## src/rtl/opendap_swd_link_ctrl_pkg.sv

```systemverilog
// SWD link controller shared types.
// Link states, DP address constants, header decode helpers.
package opendap_swd_link_ctrl_pkg;

  localparam int W_LINK_STATE = 3;

  localparam logic [1:0] DP_ADDR_DPIDR     = 2'd0;
  localparam logic [1:0] DP_ADDR_TARGETSEL = 2'd3;

  typedef enum logic [W_LINK_STATE-1:0] {
    S_DORMANT  = 3'd0,
    S_LOCKOUT  = 3'd1,
    S_RESET    = 3'd2,
    S_TSEL     = 3'd3,
    S_WAIT_ID  = 3'd4,
    S_ACTIVE   = 3'd5,
    S_DESELECT = 3'd6
  } link_state_e;

  typedef struct packed {
    logic       ok;
    logic       apndp;
    logic       rnw;
    logic [1:0] addr;
  } swd_hdr_t;

  function automatic logic is_dpidr_rd(swd_hdr_t h);
    return h.ok & ~h.apndp & h.rnw
         & (h.addr == DP_ADDR_DPIDR);
  endfunction

  function automatic logic is_tsel_wr(swd_hdr_t h);
    return h.ok & ~h.apndp & ~h.rnw
         & (h.addr == DP_ADDR_TARGETSEL);
  endfunction

  function automatic logic is_legal(link_state_e s);
    return s inside {S_DORMANT, S_LOCKOUT,
                     S_RESET, S_TSEL, S_WAIT_ID,
                     S_ACTIVE, S_DESELECT};
  endfunction

endpackage

```

## src/rtl/opendap_swd_link_ctrl_if.sv

```systemverilog
// Event/header bundle between the dormant monitor,
// serial engine and the link controller.
interface opendap_swd_link_ctrl_if;
  logic        exit_dormant;
  logic        enter_dormant;
  logic        line_reset;
  logic        hdr_valid;
  logic        hdr_ok;
  logic        hdr_apndp;
  logic        hdr_rnw;
  logic [1:0]  hdr_addr;
  logic        wdata_valid;
  logic        wdata_ok;
  logic [31:0] wdata;
  logic        respond;
  logic        link_dormant;
  logic        link_active;
  logic        proto_err;

  modport master (
    output exit_dormant, enter_dormant,
           line_reset, hdr_valid, hdr_ok,
           hdr_apndp, hdr_rnw, hdr_addr,
           wdata_valid, wdata_ok, wdata,
    input  respond, link_dormant,
           link_active, proto_err
  );

  modport slave (
    input  exit_dormant, enter_dormant,
           line_reset, hdr_valid, hdr_ok,
           hdr_apndp, hdr_rnw, hdr_addr,
           wdata_valid, wdata_ok, wdata,
    output respond, link_dormant,
           link_active, proto_err
  );
endinterface

```

## src/rtl/opendap_swd_link_ctrl.sv

```systemverilog
// SWD link state tracker: dormant/reset/select/active/lockout,
// gating ACK per header and handling multidrop TARGETSEL.
module opendap_swd_link_ctrl
  import opendap_swd_link_ctrl_pkg::*;
#(
  parameter bit          DORMANT_AT_RESET = 1'b1,
  parameter bit          MULTIDROP        = 1'b1,
  parameter logic [31:0] TARGETID         = 32'h00000001
) (
  input  logic swclk,
  input  logic rst_n,
  opendap_swd_link_ctrl_if.slave lk
);

  localparam link_state_e RST_STATE =
    DORMANT_AT_RESET ? S_DORMANT : S_LOCKOUT;

  link_state_e state_q, state_d;
  logic        perr_d, perr_q;
  logic        dorm_q, act_q;
  logic        resp;
  swd_hdr_t    hdr;
  logic        id_match;

  assign hdr = '{ok:    lk.hdr_ok,
                 apndp: lk.hdr_apndp,
                 rnw:   lk.hdr_rnw,
                 addr:  lk.hdr_addr};

  assign id_match = lk.wdata_ok
                  & (lk.wdata == TARGETID);

  // Next state and ACK decision; events in fixed priority order.
  always_comb begin
    state_d = state_q;
    perr_d  = 1'b0;
    resp    = 1'b0;
    if (!is_legal(state_q)) begin
      state_d = S_LOCKOUT;
    end
    if (lk.enter_dormant) begin
      state_d = S_DORMANT;
    end else if (lk.line_reset) begin
      if (state_q != S_DORMANT) begin
        state_d = S_RESET;
      end
    end else if (lk.exit_dormant) begin
      if (state_q == S_DORMANT) begin
        state_d = S_LOCKOUT;
      end
    end else if (lk.wdata_valid) begin
      if (state_q == S_TSEL) begin
        state_d = id_match ? S_WAIT_ID
                           : S_DESELECT;
      end
    end else if (lk.hdr_valid) begin
      case (state_q)
        S_RESET: begin
          if (is_dpidr_rd(hdr)) begin
            state_d = S_ACTIVE;
            resp    = 1'b1;
          end else if (MULTIDROP
                       && is_tsel_wr(hdr)) begin
            state_d = S_TSEL;
          end else begin
            state_d = S_LOCKOUT;
            perr_d  = ~hdr.ok;
          end
        end
        S_TSEL: begin
          state_d = S_DESELECT;
        end
        S_WAIT_ID: begin
          if (is_dpidr_rd(hdr)) begin
            state_d = S_ACTIVE;
            resp    = 1'b1;
          end else begin
            state_d = S_LOCKOUT;
            perr_d  = ~hdr.ok;
          end
        end
        S_ACTIVE: begin
          if (hdr.ok) begin
            resp = 1'b1;
          end else begin
            state_d = S_LOCKOUT;
            perr_d  = 1'b1;
          end
        end
        default: ;
      endcase
    end
  end

  // State register with registered status flags.
  always_ff @(posedge swclk or negedge rst_n) begin
    if (!rst_n) begin
      state_q <= RST_STATE;
      perr_q  <= 1'b0;
      dorm_q  <= DORMANT_AT_RESET;
      act_q   <= 1'b0;
    end else begin
      state_q <= state_d;
      perr_q  <= perr_d;
      dorm_q  <= (state_d == S_DORMANT);
      act_q   <= (state_d == S_ACTIVE);
    end
  end

  assign lk.respond      = resp;
  assign lk.link_dormant = dorm_q;
  assign lk.link_active  = act_q;
  assign lk.proto_err    = perr_q;

endmodule

```

## src/flat_wrapper.sv

```systemverilog
// flat-port wrapper written by rule: the top's interface ports become plain ports
module opendap_swd_link_ctrl_flat import opendap_swd_link_ctrl_pkg::*;
#(
  parameter bit          DORMANT_AT_RESET = 1'b1,
  parameter bit          MULTIDROP        = 1'b1,
  parameter logic [31:0] TARGETID         = 32'h00000001
)
  (swclk, rst_n, lk_exit_dormant, lk_enter_dormant, lk_line_reset, lk_hdr_valid, lk_hdr_ok, lk_hdr_apndp, lk_hdr_rnw, lk_hdr_addr, lk_wdata_valid, lk_wdata_ok, lk_wdata, lk_respond, lk_link_dormant, lk_link_active, lk_proto_err);
  opendap_swd_link_ctrl_if lk_i ();
  input  logic swclk;
  input  logic rst_n;
  input wire logic [$bits(lk_i.exit_dormant)-1:0] lk_exit_dormant;
  input wire logic [$bits(lk_i.enter_dormant)-1:0] lk_enter_dormant;
  input wire logic [$bits(lk_i.line_reset)-1:0] lk_line_reset;
  input wire logic [$bits(lk_i.hdr_valid)-1:0] lk_hdr_valid;
  input wire logic [$bits(lk_i.hdr_ok)-1:0] lk_hdr_ok;
  input wire logic [$bits(lk_i.hdr_apndp)-1:0] lk_hdr_apndp;
  input wire logic [$bits(lk_i.hdr_rnw)-1:0] lk_hdr_rnw;
  input wire logic [$bits(lk_i.hdr_addr)-1:0] lk_hdr_addr;
  input wire logic [$bits(lk_i.wdata_valid)-1:0] lk_wdata_valid;
  input wire logic [$bits(lk_i.wdata_ok)-1:0] lk_wdata_ok;
  input wire logic [$bits(lk_i.wdata)-1:0] lk_wdata;
  output wire logic [$bits(lk_i.respond)-1:0] lk_respond;
  output wire logic [$bits(lk_i.link_dormant)-1:0] lk_link_dormant;
  output wire logic [$bits(lk_i.link_active)-1:0] lk_link_active;
  output wire logic [$bits(lk_i.proto_err)-1:0] lk_proto_err;
  assign lk_i.exit_dormant = lk_exit_dormant;
  assign lk_i.enter_dormant = lk_enter_dormant;
  assign lk_i.line_reset = lk_line_reset;
  assign lk_i.hdr_valid = lk_hdr_valid;
  assign lk_i.hdr_ok = lk_hdr_ok;
  assign lk_i.hdr_apndp = lk_hdr_apndp;
  assign lk_i.hdr_rnw = lk_hdr_rnw;
  assign lk_i.hdr_addr = lk_hdr_addr;
  assign lk_i.wdata_valid = lk_wdata_valid;
  assign lk_i.wdata_ok = lk_wdata_ok;
  assign lk_i.wdata = lk_wdata;
  assign lk_respond = lk_i.respond;
  assign lk_link_dormant = lk_i.link_dormant;
  assign lk_link_active = lk_i.link_active;
  assign lk_proto_err = lk_i.proto_err;
  opendap_swd_link_ctrl #(.DORMANT_AT_RESET(DORMANT_AT_RESET), .MULTIDROP(MULTIDROP), .TARGETID(TARGETID)) u_core (.swclk(swclk), .rst_n(rst_n), .lk(lk_i));
endmodule
```

## config.mk

```make
export PLATFORM = sky130hd
export DESIGN_NAME = opendap_swd_link_ctrl_flat
export DESIGN_NICKNAME = d
export VERILOG_FILES = /design/src/rtl/opendap_swd_link_ctrl_pkg.sv /design/src/rtl/opendap_swd_link_ctrl_if.sv /design/src/rtl/opendap_swd_link_ctrl.sv /design/src/flat_wrapper.sv
export SDC_FILE = /design/constraint.sdc
export NUM_CORES = 1
export LEC_CHECK = 0
export CORE_UTILIZATION = 34
export CTS_CLUSTER_SIZE = 30
export DETAILED_ROUTE_END_ITERATION = 7
export PLACE_DENSITY = 0.84
export SYNTH_ARGS = -nofsm -noshare
export SYNTH_HDL_FRONTEND = slang
export SYNTH_SLANG_ARGS = --single-unit
```

## constraint.sdc

```tcl
create_clock -name swclk -period 3.6 [get_ports swclk]
set_clock_uncertainty 0.05 [all_clocks]
set_input_delay 0.72 -clock swclk [delete_from_list [all_inputs] [get_ports swclk]]
set_output_delay 0.72 -clock swclk [all_outputs]
set_load 0.02 [all_outputs]
```

# == Yosys cells after proc, flatten, opt, wreduce, memory -nomap -nowiden ==
# Cells that the tools add are included.
# op_classes
n_eq_ne,9
muxes,33
n_bitwise,9
n_reduce_logical,6
# ops
cell,count
$mux 3,12
$eq 32x1->1 const B,1
$mux 1,16
$eq 3x3->1 const B,4
$pmux 3 s4,1
$reduce_bool 7->1,1
$and 1x1->1,6
$eq 3x2->1 const B,2
$logic_not 3->1,2
$mux 2,2
$eq 3x1->1 const B,1
$not 1->1,3
$pmux 1 s3,1
$reduce_bool 3->1,1
$eq 2x2->1 const B,1
$logic_not 2->1,1
$pmux 1 s2,1
$reduce_or 2->1,1
# word_totals
word_cells,61
output_inout_bits,4
in_bits,45
ff_bits,6

# == Longest topological paths before layout ==
# Gate-level depths: netlist of the first run.
# depth
word_depth,13
mapped_depth,6
depth_no_buf,5

# == Worst setup path before layout of the first run ==
# No wires, ideal clock.
# synth_path
path_type,input port to output port
start,input lk_hdr_apndp
end,output lk_respond
arrival_ns,1.645
path_stages,5
path_slack_ns,1.185
n_path_buf,0
t_required_ns,2.830
path_cell_list,nor4b_1 > nand2_1 > a211oi_1 > a31oi_1 > nor2_1
# synth_between
elab_chain_cells,11
# synth_lines
item,line_no,source
"start, declared",flat_wrapper.sv:17,input wire logic [$bits(lk_i.hdr_apndp)-1:0] lk_hdr_apndp;
$not 1->1,opendap_swd_link_ctrl_pkg.sv:28,return h.ok & ~h.apndp & h.rnw
$and 1x1->1 (2 in series),opendap_swd_link_ctrl_pkg.sv:28,
$and 1x1->1,opendap_swd_link_ctrl_pkg.sv:29,& (h.addr == DP_ADDR_DPIDR);
$mux 1,"opendap_swd_link_ctrl.sv:59, opendap_swd_link_ctrl.sv:74",
$pmux 1 s2,opendap_swd_link_ctrl.sv:57,case (state_q)
$mux 1,opendap_swd_link_ctrl.sv:56,end else if (lk.hdr_valid) begin
$mux 1,opendap_swd_link_ctrl.sv:51,end else if (lk.wdata_valid) begin
$mux 1,opendap_swd_link_ctrl.sv:47,end else if (lk.exit_dormant) begin
$mux 1,opendap_swd_link_ctrl.sv:43,end else if (lk.line_reset) begin
$mux 1,opendap_swd_link_ctrl.sv:41,if (lk.enter_dormant) begin
"end, declared",flat_wrapper.sv:23,output wire logic [$bits(lk_i.respond)-1:0] lk_respond;
# Every way passes these cells.

# == Worst setup path after layout of the first run ==
# layout_path
start,input lk_wdata_valid
end,output lk_respond
# layout_between
elab_chain_cells,4
# layout_lines
item,line_no,source
"start, declared",flat_wrapper.sv:20,input wire logic [$bits(lk_i.wdata_valid)-1:0] lk_wdata_valid;
$mux 1,opendap_swd_link_ctrl.sv:51,
$mux 1,opendap_swd_link_ctrl.sv:47,
$mux 1,opendap_swd_link_ctrl.sv:43,
$mux 1,opendap_swd_link_ctrl.sv:41,
# Every way passes these cells.

==> metrics.txt, run 1 <==
initial core utilization between 30% and 40%; Core ar. between 1500 and 2000 um2; Clock Tree Buf Depth 2; crit path cell chain clkdlybuf4s50_1 -> nand2b_1 -> or4_1 -> nor2_1 -> clkdlybuf4s50_1; post-layout minimum cycle time 3411 ps; Buffers on Ports 48; Synth Register Bits 6; pwr/cell area between 200 and 250 nW/um2; Largest stage delay, worst path 600 ps; worst setup path category in -> out; final-report setup violation count 0; number of diodes 0; vias in the first global route 720; Slew Limit Fails 0; Least-Margin Pin Slew ~440 ps; Register Area between 150 and 200 um2; PostCTS Resize Cnt 0; CTS tree done; maximum number of pins on one net before global-route repair 16; Num Clock Sinks 6; die area between 1500 and 2000 um2; Die W around 44 um; post-CTS setup buffer count 0; CTS root buf clkbuf_4; DRC 4; P&R area growth vs syn 81.18%; Crit. End Element output port; GPL Wtd Cong between 0.8 and 0.9; Final Hold Fails 0; final worst setup slack 189.1 ps; leakage between 0.3 and 0.4 nW; DR vias/cell around 5.6; pre-CTS worst setup slack roughly 230 ps; FILL cells about 120; synth top area cells dfrtp_1, nor4_1, bufbuf_16, a2111oi_4, dfstp_2; Nets 160; Placed Instances about 130; Worst EP arrival roughly 2600 ps; Post-DP Area approximately 1000 um2; Die Ht about 44 um; gr ovfl total 0; Synthesized Nets about 110; first-pass GRT wire length around 3200 um; max_cap viols 0; slew margin rel. between 70% and 80%; slowest CP cell clkdlybuf4s50_1; vias 722; Mapped Cells 64; wire length per cell between 15 and 20 um; final wirelength around 2000 um; Worst EP required approximately 2800 ps; FF-to-FF path depth 5; Peak VDD IR about 0.31 mV; Synth top area share around a fifth; cell repeated most along the worst path clkdlybuf4s50_1; largest area contributor in the netlist dfrtp_1; Post-Syn Area per Cell between 9 and 10 um2; H-tree levels 1; Ports 49; Clk Latency, worst-skew pair roughly 240 ps; Post-CTS Hold Buffers 0; Detail Route Antenna Nets 0; critical path fanouts, max 6; sequential area share after synthesis 25.58%; failing checks design-rule violations; crit share post-route a little over nine tenths; setup TNS 0 ps; Synth Cell Area roughly 590 um2; synth warn 0; Yosys cell types 37; post-route cell area roughly 1100 um2; Core Rows 14; initial DRC count 19; Inserted Clock Buffers 3; GRT Overall Usage approximately 22%; CP Launch Type input port; clock slew at reported path FFs 40 ps; status complete, but fails checks; fmax 293.2 MHz; antenna violations before repair 0; drt first pass iters 6; Hold/Removal Path Class in -> async; Detail Placement HPWL ~1700 um; ratio of cells with drive above 1 in the final layout a little over a tenth; RSZ-0062 raised after global routing no; multi-input gate area in the final layout around 380 um2; Post-Layout Cell Count 130
[layer usage]
metal | wire length, um | share of wire (%) | track usage [%]
met3 | 181 | 9.0 | 6.250
met2 | 1056 | 52 | 41.49
met5 | 0 | 0 | 0
met1 | 764 | 38 | 25.65
met4 | 12 | 0.60 | 3.125
[worst max-delay path, delay by kind of cell]
family / cells / cell delay, ps
simple gates: 3 / 810
buf+inv: 2 / 1100
[sequential cells by signal, summed over array words and instances (netlist names)]
name                    cells
u_core.lk.proto_err         1
u_core.lk.link_active       1
u_core.state_q              3
u_core.lk.link_dormant      1
[logic make-up after synthesis]
group / after synthesis / share of synthesized area [%]
and+or+nand+nor: 39 / 41.86
AOI/OAI and AO/OA: 15 / 22.83
buffers and inverters: 4 / 9.724
DFF: 6 / 25.58
[metrics by stage]
| step | hold slack (ps) | utilization (%) | power, mW |
|---|---|---|---|
| 4_1_cts | 664.2 | 68.78 | 0.2330 |
| 5_1_grt | 668.2 | 68.78 | 0.2458 |
| 2_1_floorplan | 374.4 | - | 0.1155 |
| 6_report | 662.5 | 68.78 | 0.2308 |
| 3_3_place_gp | 735.1 | 67.09 | 0.1633 |
| 3_5_place_dp | 760.6 | 67.09 | 0.1662 |
[final cells by class]
cell class                 instances  area share [%]
clock buffer                       4           2.450
inverter                           1          0.3501
multi-input combinational         54           35.71
sequential                         6           14.12
tap                               16           1.867
timing repair buffer              49           45.51
[path summary, 6_finish.rpt]
path                                    from                     end  slack [ps]
max                           lk_wdata_valid              lk_respond         190
min                                    rst_n       u_core.state_q[2]         660
max reg2reg                u_core.state_q[1]  u_core.lk.link_dormant        1600
min reg2reg                u_core.state_q[1]       u_core.state_q[1]         770
max in group asynchronous              rst_n  u_core.lk.link_dormant        2580
min in group swclk         u_core.state_q[1]       u_core.state_q[1]         770
[report_power, final]
part,internal [mW],total [mW],switching (mW),leakage [nW]
Clock,0.0419,0.0653,0.0234,0.0150
Combinational,0.0586,0.0856,0.0270,0.268
Sequential,0.0728,0.0799,0.00709,0.0793
Total,0.173,0.231,0.0575,0.362
[cells in the mapped netlist]
library cell / count
a311oi_1: 1
a2111oi_4: 1
nand3_1: 2
o311ai_1: 1
inv_1: 1
nor4b_1: 2
and2_1: 1
o31ai_2: 1
nand2b_1: 4
bufbuf_16: 1
nand2_1: 3
a21oi_1: 1
clkbuf_8: 1
and4_2: 1
nand4b_1: 1
a2111oi_0: 1
a221oi_1: 1
o311ai_0: 1
buf_4: 1
o21ai_0: 2
nor2b_1: 1
a31oi_1: 1
nor2_1: 6
or2b_2: 2
nand4_1: 1
nor3_2: 1
and2b_2: 1
dfrtp_1: 5
nor3_1: 2
nor4_1: 6
nor3b_1: 1
a21boi_0: 1
nor4bb_1: 1
or4_1: 3
dfstp_2: 1
o21a_1: 1
a211oi_1: 2
[placed cells by master (no fill, tap or decap), types with 2 or more instances in the layout]
cell type / n
dfrtp_1: 5
or2b_2: 2
nand2_1: 3
nand3_1: 2
clkbuf_4: 3
nor3_1: 2
nor4_1: 6
nor2_1: 6
o21ai_0: 2
a211oi_1: 2
nand2b_1: 4
nor4b_1: 2
or4_1: 3
clkdlybuf4s50_1: 48
Note: power is estimated with default switching activity, not from simulation.
==> run 2: changes to the inputs <==
--- a/config.mk
+++ b/config.mk
@@ -9,6 +9,7 @@
 export CTS_CLUSTER_SIZE = 30
 export DETAILED_ROUTE_END_ITERATION = 7
 export PLACE_DENSITY = 0.84
+export SLEW_MARGIN = 10
 export SYNTH_ARGS = -nofsm -noshare
 export SYNTH_HDL_FRONTEND = slang
 export SYNTH_SLANG_ARGS = --single-unit
==> results of run 2 <==
Final layout, timing and power as in run 1 (identical DEF).
